[src/rtl/cpu_pkg.sv]
// cpu_pkg: shared opcodes, fetch FSM encoding and PC step for the pipeline
package cpu_pkg;
  localparam logic [6:0] OPC_RTYPE  = 7'b0110011;
  localparam logic [6:0] OPC_ITYPE  = 7'b0010011;
  localparam logic [6:0] OPC_LOAD   = 7'b0000011;
  localparam logic [6:0] OPC_STORE  = 7'b0100011;
  localparam logic [6:0] OPC_BRANCH = 7'b1100011;
  localparam logic [31:0] INSTR_NOP = 32'h0000_0013;
  localparam int PC_STEP = 4;
  typedef enum logic [1:0] {IDLE, REQ, HOLD} fetchState_t;
endpackage

[src/rtl/ifid_reg.sv]
// ifid_reg: IF/ID pipeline register with load, stall hold and flush clear
module ifid_reg #(
  parameter int ADDR_W  = 32,
  parameter int INSTR_W = 32
) (
  input  logic               clk_i,
  input  logic               rst_i,
  input  logic               load,
  input  logic               hold,
  input  logic               clear,
  input  logic [ADDR_W-1:0]  nextPc,
  input  logic [INSTR_W-1:0] nextInstr,
  output logic               valid,
  output logic [ADDR_W-1:0]  pc,
  output logic [INSTR_W-1:0] instr
);
  // a flush wins over a new load; a stall freezes the current contents
  always_ff @(posedge clk_i or negedge rst_i)
    if (!rst_i) begin
      valid <= 1'b0;
      pc    <= '0;
      instr <= '0;
    end else if (clear) begin
      valid <= 1'b0;
      pc    <= '0;
      instr <= '0;
    end else if (load && !hold) begin
      valid <= 1'b1;
      pc    <= nextPc;
      instr <= nextInstr;
    end
endmodule

[src/rtl/fetch_unit.sv]
// fetch_unit: IF stage owning the PC, variable-latency imem handshake and IF/ID fill
module fetch_unit
  import cpu_pkg::*;
#(
  parameter int ADDR_W = 32,
  parameter int INSTR_W = 32,
  parameter logic [ADDR_W-1:0] RESET_PC = '0
) (
  input  logic               clk_i,
  input  logic               rst_i,
  input  logic               start_i,
  input  logic               stall_i,
  input  logic               branch_i,
  input  logic               flush_i,
  input  logic [ADDR_W-1:0]  branch_target_i,
  output logic               imem_req_o,
  output logic [ADDR_W-1:0]  imem_addr_o,
  input  logic               imem_ack_i,
  input  logic [INSTR_W-1:0] imem_data_i,
  output logic               ifid_valid_o,
  output logic [ADDR_W-1:0]  ifid_pc_o,
  output logic [INSTR_W-1:0] ifid_instr_o,
  output logic [6:0]         opcode_o,
  output logic               busy_o
);
  fetchState_t state, nextState;
  logic [ADDR_W-1:0] pc, savedTarget, pcInc;
  logic [INSTR_W-1:0] skid, ifidInstr;
  logic redirectPend, redirect, ack, ifidLoad;
  assign redirect  = branch_i && flush_i;
  assign ack       = (state == REQ) && imem_ack_i;
  assign pcInc     = pc + ADDR_W'(PC_STEP);
  assign ifidLoad  = (ack && !redirectPend) || (state == HOLD && start_i);
  assign ifidInstr = (state == HOLD) ? skid : imem_data_i;
  assign imem_addr_o = pc;
  assign opcode_o  = ifid_instr_o[6:0];
  ifid_reg #(.ADDR_W(ADDR_W), .INSTR_W(INSTR_W)) uIfid (
    .clk_i, .rst_i,
    .load(ifidLoad), .hold(stall_i), .clear(flush_i),
    .nextPc(pc), .nextInstr(ifidInstr),
    .valid(ifid_valid_o), .pc(ifid_pc_o), .instr(ifid_instr_o)
  );
  // fetch FSM state register
  always_ff @(posedge clk_i or negedge rst_i)
    if (!rst_i) state <= IDLE;
    else state <= nextState;
  // REQ only leaves on an ack; a stalled ack parks in HOLD unless it is being discarded
  always_comb begin
    nextState = state;
    case (state)
      IDLE: nextState = start_i ? REQ : IDLE;
      REQ:  nextState = !ack ? REQ : !start_i ? IDLE :
                        (stall_i && !redirect && !redirectPend) ? HOLD : REQ;
      HOLD: nextState = !start_i ? IDLE : (redirect || !stall_i) ? REQ : HOLD;
      default: nextState = IDLE;
    endcase
  end
  // request is raised only in REQ so the address stays put until the ack
  always_comb begin
    imem_req_o = (state == REQ);
    busy_o     = (state != IDLE);
  end
  // PC, deferred redirect and skid buffer; a redirect without ack waits for the in-flight word
  always_ff @(posedge clk_i or negedge rst_i)
    if (!rst_i) begin
      pc           <= RESET_PC;
      savedTarget  <= '0;
      redirectPend <= 1'b0;
      skid         <= '0;
    end else if (state == REQ) begin
      if (ack) begin
        skid         <= imem_data_i;
        redirectPend <= 1'b0;
        pc <= redirect ? branch_target_i : redirectPend ? savedTarget : stall_i ? pc : pcInc;
      end else if (redirect) begin
        savedTarget  <= branch_target_i;
        redirectPend <= 1'b1;
      end
    end else if (state == HOLD) begin
      pc <= redirect ? branch_target_i : (start_i && !stall_i) ? pcInc : pc;
    end
endmodule

[config.mk]
export PLATFORM = sky130hd
export DESIGN_NAME = fetch_unit
export DESIGN_NICKNAME = d
export VERILOG_FILES = /design/src/rtl/cpu_pkg.sv /design/src/rtl/ifid_reg.sv /design/src/rtl/fetch_unit.sv
export SDC_FILE = /design/constraint.sdc
export NUM_CORES = 1
export LEC_CHECK = 0
export BUFFER_PORTS_ARGS = -buffer_cell sky130_fd_sc_hd__buf_2
export CORE_MARGIN = 8
export CORE_UTILIZATION = 59
export DETAILED_ROUTE_END_ITERATION = 6
export GPL_ROUTABILITY_DRIVEN = 0
export HOLD_SLACK_MARGIN = 0.1
export PLACE_DENSITY = 0.86
export SETUP_SLACK_MARGIN = 0.5
export SYNTH_ARGS = -nofsm -noshare
export SYNTH_HDL_FRONTEND = slang
export SYNTH_SLANG_ARGS = --single-unit
[constraint.sdc]
create_clock -name clk_i -period 3.8 [get_ports clk_i]
set_input_delay 0.19 -clock clk_i [delete_from_list [all_inputs] [get_ports clk_i]]
set_output_delay 0.19 -clock clk_i [all_outputs]
set_load 0.005 [all_outputs]
-- After elaboration in Yosys (flattened, before gate mapping)
Cells that the tools add are included.
- bits in registers: 164
- output and inout bits: 106
- $add $sub $neg: 1
- equality and inequality tests: 4
- muxes and demuxes: 24
- bitwise logic cells: 1
- reductions and logical operators: 23
- operators by type and width (cell ; number):
    32-bit two-way mux ; 13
    32-bit by 3-bit adder with 32-bit output (second input constant) ; 1
    2-bit two-way mux ; 5
    1-bit logical AND ; 8
    2-bit nonzero test ; 4
    2-bit case mux with 3 select lines ; 1
    1-bit two-way mux ; 5
    4-bit by 2-bit != test with 1-bit output (second input constant) ; 1
    2-bit AND reduction ; 2
    4-bit AND reduction ; 1
    1-bit zero test ; 3
    3-bit AND reduction ; 1
    3-bit nonzero test ; 1
    2-bit by 1-bit == test with 1-bit output (second input constant) ; 1
    2-bit == test (second input constant) ; 1
    2-bit zero test ; 1
    1-bit logical OR ; 2
    2-bit by 1-bit != test with 1-bit output (second input constant) ; 1
    1-bit NOT ; 1

-- Longest topological paths before layout
- depth after elaboration: 8
- depth in mapped cells: 9
- mapped depth without buffers: 6

-- By module
From an unflattened synthesis, not the netlist that was laid out.
- cell total of the unflattened synthesis: 836
- area total of the unflattened synthesis: 8774.7 um2
- by module, submodules not included (module ; times used ; cells each ; area an instance (um2)):
    fetch_unit ; 1 ; 542 ; 5447.7
    ifid_reg ; 1 ; 294 ; 3326.9

-- Worst setup path before layout
No wires, ideal clock.
- path kind: register -> register
- start point: register pc[2] (netlist: imem_addr_o[2])
- end point: register pc[30] (netlist: imem_addr_o[30])
- setup time: 0.088 ns
- data arrival time: 1.867 ns
- slack: 1.844 ns
- stages on the path, launching flop included: 7
- path buffers: 0
- clock period less this slack: 1.956 ns
- cells stage by stage: dfrtp_1 ha_1 nand4_1 nor4_4 nand2_1 or3_1 a41oi_1
- longest elaborated chain between the ends: 6
- elaborated cells on any way between the ends: 9
- those cells by class: add/sub (1); mux (8)
- RTL lines (what ; line ; RTL):
    start, declared ; fetch_unit.sv:27 ; logic [ADDR_W-1:0] pc, savedTarget, pcInc;
    start signal, assigned ; fetch_unit.sv:74 ; pc <= redirect ? branch_target_i : redirectPend ? savedTarget : stall_i ? pc : pcInc;
    start signal, assigned ; fetch_unit.sv:80 ; pc <= redirect ? branch_target_i : (start_i && !stall_i) ? pcInc : pc;
    32-bit by 3-bit adder with 32-bit output * ; fetch_unit.sv:32 ; assign pcInc = pc + ADDR_W'(PC_STEP);
    32-bit two-way mux (3 in a row) ; fetch_unit.sv:74 ;
    32-bit two-way mux ; fetch_unit.sv:71 ; if (ack) begin
    32-bit two-way mux * ; fetch_unit.sv:70 ; end else if (state == REQ) begin
Mark *: on every way between the ends. The rest lies on a longest branch, timed or not. The select of a mux whose other input is x is not followed.
A chain may end at the register's enable or synchronous reset.

-- Worst setup path in the final report
- start point: register pc[4] (netlist: imem_addr_o[4])
- end point: register pc[31] (netlist: imem_addr_o[31])
Same word-level chain as after synthesis.

==> results.toml <==
[placed_design]
place_inst = 1102
placedInstanceArea_um2 = 8990
hpwl_um = 15400
port-buffer-count = 176

[power_and_ir_drop]
internal-power_mw = 3.93
seq_power_share = 0.462
p_comb_frac = 0.232
swShare = 0.334
power_frac_clock = 0.307
switchingPower_mw = 1.97
p_leak_nw = 4.80
power_density_nw_per_um2 = 574
fin_total_pwr_mw = 5.91
ir_worst_vdd_uv = 454

[min_path]
hp-class = "primary input to flop"

[clock_network]
postCtsHoldBufs = 67
cts_tree = "done"
clock_sinks = 164
clockBufferDepth = 2
cts_root_buf = "clkbuf_16"
cts_buffers = 17
cts.reportedPaths.clkPinSlew_ps = 60
cts_resized = 0
h-tree-depth = 4
worstSkewPairLatency_ps = 420
postCtsSetupRepairBufs = 0

[grt]
track_usage = 0.271
grt_max_degree = 100
antenna_found_initial = 2
grt_pass1_vias = 7330
grt_pass1_wl_um = 38500
globalRoute.totalOverflow = 0

[logic_synthesis]
syn_nets = 874
synth_edf_count = 0
synth_flop_cell = "dfrtp_1"
synth_cell_types = 56
ys_warn_count = 0
synth_area_um2 = 8040
synth_area_per_cell_um2 = 10.0
synth-seq-cells = 164
synthArstFlopShare = 1.00
ys_seq_area_frac = 0.511
synth_cells = 802

[setup_path]
cp.arrival_ps = 3220
start_kind = "flop"
required_ps = 4130
critPathKind = "flop to flop"
crit_path_end_kind = "flop"
crit_fanout = 12

[die]
rows = 42
die_w_um = 133
io_pins = 177
start_util = 0.604
coreArea_um2 = 13300
die_height_um = 133
dieArea_um2 = 17600

[cells_and_area]
layout.cells.non_filler = 1201
area_delta_synth_final_pct = 28.0
layout_commonest_cell = "buf_2"
finish.utilization = 0.773
drive_gt1_frac = 0.287
final_nets = 1084
fill_cells = 865
fin_area_um2 = 10300
final_cell_mix = "buf_2 (175), dfrtp_1 (164), nand2_1 (96), dlygate4sd3_1 (67)"

[timing]
fmax_ghz = 0.347
max-slew-margin-rel = 0.0773
finalHoldViolCount = 0
worst_pin_slew_ps = 1370
finalSetupViolCount = 0
setup_tns_ps = 0
finalCriticalPeriod_ps = 2880
grt_setup_unrepaired = "false"
drv_slew = 0
fin_crit_sh = 0.759
fin_skew_ps = 10.9

[drt]
drt_wl_total_um = 23900
final_antenna_net_count = 0
vias = 7382
wl_per_cell_um = 19.9
drtPass1Iterations = 6
routed_via_density = 6.15
drt_iter0_drc = 798
drc_errors = 0

[outcome]
outcome = "finished clean"

[flow_run]
drv_cap = 0
-- synthesized netlist by cell type (4+ instances only) --
master / count / area [um^2]
a211oi_1: 36 / 270
a21oi_1: 65 / 325
a31oi_1: 10 / 62.6
and3_1: 13 / 81.3
buf_1: 9 / 33.8
buf_2: 17 / 85.1
buf_4: 7 / 52.6
clkbuf_1: 33 / 124
dfrtp_1: 164 / 4100
inv_1: 10 / 37.5
mux2_2: 64 / 721
mux2i_1: 33 / 330
nand2_1: 96 / 360
nand2b_1: 7 / 43.8
nand3_1: 21 / 105
nand4_1: 7 / 43.8
nor2_1: 61 / 229
nor2b_1: 4 / 25.0
nor3_1: 12 / 60.1
nor4_1: 5 / 31.3
o21ai_0: 52 / 260
o22ai_1: 6 / 37.5
o311ai_0: 7 / 61.3
o31a_1: 9 / 78.8
o31ai_1: 5 / 37.5
-- state kept, by name, summed over array words and instances, names as in the netlist --
name,flops
uIfid.instr,32
savedTarget,32
imem_addr_o,32
skid,32
redirectPend,1
state,2
uIfid.pc,32
uIfid.valid,1
-- power groups by stage --
stage               clock [mW]  combinational [mW]  sequential (mW)
floorplan                    0               0.801             2.53
global placement             0                1.24             2.70
detailed placement           0                1.29             2.71
CTS                       1.83                1.36             2.69
global route              1.90                1.52             2.77
finish                    1.81                1.37             2.73
-- critical path, stage by stage, from the launching register on --
cell,delay (ps)
dfrtp_1,560
nand3_1,300
nor3_1,1110
nand4_1,330
o31a_1,330
o22ai_1,150
-- metal layers --
metal  share of wire  vias to the layer above  track usage  wire length [um]
li1                -                     3335            -                 -
met1            0.39                     3538        0.346              9360
met2            0.47                      428        0.421             11300
met3           0.095                       79       0.0696              2270
met4           0.039                        2        0.132               928
met5         0.00050                        -            0                12
-- cell families (layout without fill, tap and decap cells) --
logic type      Yosys count  in the layout  synth area share
mux                      97             97             0.131
compound gates          211            211             0.163
fa+ha+maj                 1              1           0.00156
simple gates            252            252             0.152
buf+inv                  77            299            0.0420
flops                   164            164             0.511
other cells               0              1                 0
-- final cells by class --
type,instances,area (um^2),share of cell area
Sequential cell,164,4100,0.399
Tap cell,176,220,0.0214
Timing Repair Buffer,258,1680,0.164
Multi-Input combinational cell,561,3610,0.351
Clock inverter,12,179,0.0174
Inverter,10,37.5,0.00365
Clock buffer,19,443,0.0431
Antenna cell,1,2.50,0.000243
-- stage by stage --
stage / setup slack (ps) / hold WS (ps)
final: 916 / 241
after CTS: 1130 / 180
after global placement: 1180 / 355
after floorplan: 1840 / -106
after detailed placement: 1130 / 347
after global routing: 889 / 256
-- path summary, 6_finish.rpt --
path                                       startpoint                          end  slack, ps  cells past startpoint
setup / recovery           imem_addr_o[4]$_DFFE_PN0P_  imem_addr_o[31]$_DFFE_PN0P_        920                      5
hold / removal                                stall_i           state[0]$_DFF_PN0_        240                      3
setup reg to reg           imem_addr_o[4]$_DFFE_PN0P_  imem_addr_o[31]$_DFFE_PN0P_        920                      5
hold reg to reg            savedTarget[9]$_DFFE_PN0P_   savedTarget[9]$_DFFE_PN0P_        510                      1
max in group asynchronous                       rst_i  savedTarget[30]$_DFFE_PN0P_       2510                      3
min in group asynchronous                       rst_i  imem_addr_o[12]$_DFFE_PN0P_        430                      2
(Power assumes the default switching activity.)
